**src/rtl/minmax_window_16bit.sv**
```systemverilog
// Windowed statistics over an unsigned 16-bit sample stream.
// Each window collects up to WIN samples and reports max, min, the number of
// rising and falling steps between consecutive samples, and the sample count.
// A window closes after WIN accepts or early on flush. The result is held
// until the downstream side takes it.
module minmax_window_16bit #(
  parameter int unsigned WIN = 8,
  localparam int unsigned CW = $clog2(WIN + 1)
) (
  input  logic          clk_i,
  input  logic          rst_i,
  input  logic          in_valid_i,
  output logic          in_ready_o,
  input  logic [15:0]   in_data_i,
  input  logic          flush_i,
  output logic          out_valid_o,
  input  logic          out_ready_i,
  output logic [15:0]   out_max_o,
  output logic [15:0]   out_min_o,
  output logic [CW-1:0] out_rise_o,
  output logic [CW-1:0] out_fall_o,
  output logic [CW-1:0] out_count_o
);

  localparam logic [CW-1:0] WinM1 = CW'(WIN - 1);

  typedef enum logic [1:0] {StIdle, StAccum, StHold} state_e;

  state_e state_q, state_d;

  // Working accumulators for the window currently being collected.
  logic [15:0]   acc_max_q, acc_max_d;
  logic [15:0]   acc_min_q, acc_min_d;
  logic [15:0]   acc_prev_q, acc_prev_d;
  logic [CW-1:0] acc_rise_q, acc_rise_d;
  logic [CW-1:0] acc_fall_q, acc_fall_d;
  logic [CW-1:0] acc_cnt_q, acc_cnt_d;

  // Result registers; only these drive the data outputs.
  logic [15:0]   res_max_q;
  logic [15:0]   res_min_q;
  logic [CW-1:0] res_rise_q;
  logic [CW-1:0] res_fall_q;
  logic [CW-1:0] res_cnt_q;

  logic accept;
  logic last_accept;
  logic close_win;

  assign accept      = in_valid_i && in_ready_o;
  // WIN-th sample of the window; the count never passes WIN so no wrap.
  assign last_accept = accept && (state_q == StAccum) && (acc_cnt_q == WinM1);
  // Flush only matters while accumulating; an accept on the same cycle is
  // already folded into the *_d values that get captured.
  assign close_win   = (state_q == StAccum) && (last_accept || flush_i);

  // State register.
  always_ff @(posedge clk_i) begin
    if (rst_i) begin
      state_q <= StIdle;
    end else begin
      state_q <= state_d;
    end
  end

  // Next-state logic.
  always_comb begin
    state_d = state_q;
    unique case (state_q)
      StIdle: begin
        // flush is ignored here; WIN >= 2 so one sample never closes a window.
        if (accept) begin
          state_d = StAccum;
        end
      end
      StAccum: begin
        if (close_win) begin
          state_d = StHold;
        end
      end
      StHold: begin
        if (out_ready_i) begin
          state_d = StIdle;
        end
      end
      default: begin
        state_d = StIdle;
      end
    endcase
  end

  // Handshake outputs decoded from the state.
  always_comb begin
    in_ready_o  = 1'b1;
    out_valid_o = 1'b0;
    unique case (state_q)
      StIdle:  begin
        in_ready_o  = 1'b1;
        out_valid_o = 1'b0;
      end
      StAccum: begin
        in_ready_o  = 1'b1;
        out_valid_o = 1'b0;
      end
      StHold:  begin
        in_ready_o  = 1'b0;
        out_valid_o = 1'b1;
      end
      default: begin
        in_ready_o  = 1'b1;
        out_valid_o = 1'b0;
      end
    endcase
  end

  // Accumulator next-state: start a window in idle, fold samples in otherwise.
  always_comb begin
    acc_max_d  = acc_max_q;
    acc_min_d  = acc_min_q;
    acc_prev_d = acc_prev_q;
    acc_rise_d = acc_rise_q;
    acc_fall_d = acc_fall_q;
    acc_cnt_d  = acc_cnt_q;
    if (accept) begin
      if (state_q == StIdle) begin
        acc_max_d  = in_data_i;
        acc_min_d  = in_data_i;
        acc_prev_d = in_data_i;
        acc_rise_d = '0;
        acc_fall_d = '0;
        acc_cnt_d  = CW'(1);
      end else begin
        // Strict compares: ties leave max/min and both step counters alone.
        if (in_data_i > acc_prev_q) begin
          acc_rise_d = acc_rise_q + CW'(1);
        end
        if (in_data_i < acc_prev_q) begin
          acc_fall_d = acc_fall_q + CW'(1);
        end
        if (in_data_i > acc_max_q) begin
          acc_max_d = in_data_i;
        end
        if (in_data_i < acc_min_q) begin
          acc_min_d = in_data_i;
        end
        acc_prev_d = in_data_i;
        acc_cnt_d  = acc_cnt_q + CW'(1);
      end
    end
  end

  // Accumulator registers.
  always_ff @(posedge clk_i) begin
    if (rst_i) begin
      acc_max_q  <= '0;
      acc_min_q  <= '0;
      acc_prev_q <= '0;
      acc_rise_q <= '0;
      acc_fall_q <= '0;
      acc_cnt_q  <= '0;
    end else begin
      acc_max_q  <= acc_max_d;
      acc_min_q  <= acc_min_d;
      acc_prev_q <= acc_prev_d;
      acc_rise_q <= acc_rise_d;
      acc_fall_q <= acc_fall_d;
      acc_cnt_q  <= acc_cnt_d;
    end
  end

  // Capture the closing window; held unchanged through the hold state.
  always_ff @(posedge clk_i) begin
    if (rst_i) begin
      res_max_q  <= '0;
      res_min_q  <= '0;
      res_rise_q <= '0;
      res_fall_q <= '0;
      res_cnt_q  <= '0;
    end else if (close_win) begin
      res_max_q  <= acc_max_d;
      res_min_q  <= acc_min_d;
      res_rise_q <= acc_rise_d;
      res_fall_q <= acc_fall_d;
      res_cnt_q  <= acc_cnt_d;
    end
  end

  assign out_max_o   = res_max_q;
  assign out_min_o   = res_min_q;
  assign out_rise_o  = res_rise_q;
  assign out_fall_o  = res_fall_q;
  assign out_count_o = res_cnt_q;

endmodule

```
**config.mk**
```make
export PLATFORM = sky130hd
export DESIGN_NAME = minmax_window_16bit
export DESIGN_NICKNAME = d
export VERILOG_FILES = /design/src/rtl/minmax_window_16bit.sv
export SDC_FILE = /design/constraint.sdc
export NUM_CORES = 1
export LEC_CHECK = 0
export BUFFER_PORTS_ARGS = -buffer_cell sky130_fd_sc_hd__buf_2
export CORE_MARGIN = 2
export CORE_UTILIZATION = 51
export CTS_BUF_LIST = sky130_fd_sc_hd__clkbuf_4 sky130_fd_sc_hd__clkbuf_8
export DETAILED_ROUTE_END_ITERATION = 16
export PLACE_DENSITY = 0.81
export SLEW_MARGIN = 10
export SYNTH_ARGS = -nofsm -noshare
export SYNTH_HDL_FRONTEND = slang
export SYNTH_SLANG_ARGS = --single-unit
```
**constraint.sdc**
```tcl
create_clock -name clk_i -period 5.35 [get_ports clk_i]
set_input_delay 0.8025 -clock clk_i [delete_from_list [all_inputs] [get_ports clk_i]]
set_output_delay 0.8025 -clock clk_i [all_outputs]
set_load 0.005 [all_outputs]
```
==> results.ini <==
[layout]
layout-area-overhead-vs-synth_pct = 11.99
fin_util_pct = 58.37
stdcell_count = 757
fraction_of_final_layout_cells_with_drive_strength_greater_than_1_pct = 16.03
diodes = 0
num-nets-final = 690

[setup_path]
critical_path.startpoint_type = primary input
end_kind = register
crit_path_max_incr_delay_ns = 0.56
r2r_slack_ns = 2.62
arrival_ns = 3.14
critical_path.cell_chain = buf_2, ha_1, and4_4, nand2_1, o221ai_1, or4_4, o21ai_4, mux2i_1, a211oi_1
cp_data_required_time_ns = 5.57
critPathSlowestCell = or4_4
critPathKind = in2reg
critical_path.max_fanout = 16

[power_and_ir_drop]
total_leakage_power_nw = 2.426
power.ir.vdd_worst_mv = 0.1582
power_density_nw_per_um2 = 307.9

[grt]
grtUsageTotal_pct = 22.36
grt_overflow_total = 0
largest_net_degree_at_the_start_of_global_routing = 63
global_route_wire_length_before_repair_mm = 19.71
first_global_vias = 4176
antenna_found_initial = 0

[routing]
number_of_routed_nets_with_antenna_violations = 0
drc = 0
maxUsedRoutingLayer = met4
first_pass_iters = 5
drt-wirelength-per-cell_um = 15.53
route.final.wire_length_mm = 11.76
dr_wl_met2_mm = 5.680
drt-vias-per-instance = 5.458
drt-met1-wl_mm = 5.286
detailed_route_iter0_violations = 196
detailroute.via_count = 4132
wl_met3_um = 492

[synth]
postSynth.asyncResetShare_pct = 0
synth_edf_count = 0
synth.net_count = 637
synth.area.top_cells = dfxtp_1, ha_1, nor2_1
synthesis.area_per_instance_sq_um = 8.960
post-synth-top-area-fraction_pct = 41.85
synth_flop_cell = dfxtp_1
warnings_synthesis = 0
total_of_flip_flops_plus_latches_after_synthesis = 106
synth.largest_area_cell = dfxtp_1
synth-seq-area-share_pct = 41.85
postSynthCellCount = 566
yosysUniqueCellTypes = 53
post_synth_instance_area_sq_um = 5071

[die]
start_util_pct = 52.12
core_area_sq_um = 9729
die_area_sq_um = 10760
chipWidth_um = 103.7
core.rowCount = 36
die_height_um = 103.7
i_o_pins = 67

[timing]
fin_tns_setup_ns = 0
fmax_mhz = 342.0
final.period_utilization_pct = 54.66
timing.final.hold_violations = 0
timing.hold.ws_ns = 0.4629
timing.final.setup_violations = 0
max_slew_margin_pct = 31.86
finalWorstPathRequiredPeriod_ns = 2.924
grt_setup_unrepaired = no
timing_max_transition_violations_final = 0
final.setup_skew_ns = 0.01543
post_route_worst_setup_slack_ns = 2.426
worst-slew-pin-transition_ns = 1.022

[cts]
tritoncts = built
post_cts_hold_buffer_count = 0
clk-insertion-delay-late_ns = 0.38
clk_root_buffer_cell = clkbuf_8
cts_htree_levels = 3
cts-buffers-inserted = 9
cts.repair.resized = 0
clock_sink_count = 106
cts_max_path_bufs = 2
path_clk_slew_ns = 0.10
post_cts.repair.setup_buffers = 0

[min_path]
min-delay-path-class = reg2reg

[placement]
io_buffer_count = 66
post-dp-hpwl_mm = 8.524
pre_cts_slack_ns = 2.048
place.detailed.instances = 741
gp_congestion = 0.8791

[flow_run]
drv.max_cap_violation_count = 0

[run_status]
run_status = finished clean

[through the flow]
step | total power [W] | area, sq um
2_1_floorplan | 0.001132 | 5071
3_3_place_gp | 0.001212 | 5463
3_5_place_dp | 0.001230 | 5463
4_1_cts | 0.001754 | 5679
5_1_grt | 0.001833 | 5679
6_report | 0.001748 | 5679
[cell usage after synthesis (3+ instances only)]
| cell | number |
|---|---|
| ha_1 | 50 |
| nor2_1 | 93 |
| nand3_1 | 4 |
| xnor2_1 | 4 |
| o211ai_1 | 3 |
| nor3_1 | 7 |
| a21oi_1 | 35 |
| mux2i_1 | 32 |
| nor2b_1 | 3 |
| o21a_1 | 3 |
| and3_1 | 3 |
| a211oi_1 | 42 |
| clkbuf_1 | 23 |
| xor2_1 | 4 |
| inv_1 | 51 |
| dfxtp_1 | 106 |
| o21ai_0 | 3 |
| nand2_1 | 50 |
| nand4_1 | 11 |
[layout by cell type (no fill, tap or decap), drive strengths merged, types with 5 or more instances in the layout]
master / count
clkbuf: 9
a21oi: 35
dfxtp: 106
mux2i: 32
nand2: 50
o21ai: 5
a211oi: 43
nor2: 93
buf: 70
ha: 50
inv: 54
o211ai: 5
nor3: 7
nand4: 11
[flip-flops by register name, indices dropped and copies added, names as in the netlist]
register     cells
out_fall_o       4
out_min_o       16
out_count_o      4
acc_max_q       16
acc_fall_q       4
acc_cnt_q        4
out_max_o       16
acc_min_q       16
out_rise_o       4
acc_rise_q       4
state_q          2
acc_prev_q      16
[critical path, delay by kind of cell]
family / cells / cell delay (ns)
multiplexers: 1 / 0.34
adder cells (fa/ha/maj): 1 / 0.34
AND/OR/NAND/NOR: 3 / 0.91
AO/OA/AOI/OAI: 3 / 0.59
buffers and inverters: 1 / 0.15
[logic make-up after synthesis]
| kind of cell | count (synthesis) | share of synthesized area (%) |
|---|---|---|
| simple gates | 184 | 15.84 |
| mux | 32 | 6.316 |
| buf+inv | 79 | 6.538 |
| flops | 106 | 41.85 |
| xor+xnor | 8 | 1.382 |
| compound gates | 107 | 15.74 |
| fa+ha+maj | 50 | 12.34 |
[per-layer routing]
layer  global-route usage [%]  vias up
met5                        0        -
met4                    9.266        0
met3                    3.272       29
met2                    39.83      121
met1                    26.96     1927
li1                         -     2055
[where the power goes]
group	internal, W	switching (W)	leakage, nW
logic	0.000139	0.000204	1.45
registers	0.000843	0.0000303	0.869
clock network	0.000229	0.000304	0.109
[worst paths after layout]
kind / start / endpoint / cells past startpoint
max: in_data_i[15] / out_max_o[14] / 9
min: acc_prev_q[12] / acc_prev_q[12] / 2
max reg2reg: acc_max_q[15] / out_max_o[14] / 9
min reg2reg: acc_prev_q[12] / acc_prev_q[12] / 2
[cell type report]
cell class / instances / area [sq um]
Timing Repair Buffer: 70 / 360.3
Inverter: 51 / 191.4
Multi-Input combinational cell: 381 / 2623
Sequential cell: 106 / 2122
Clock inverter: 7 / 92.59
Fill cell: 863 / 4050
Tap cell: 133 / 166.4
Clock buffer: 9 / 123.9
Power figures use the tool's default switching activity.
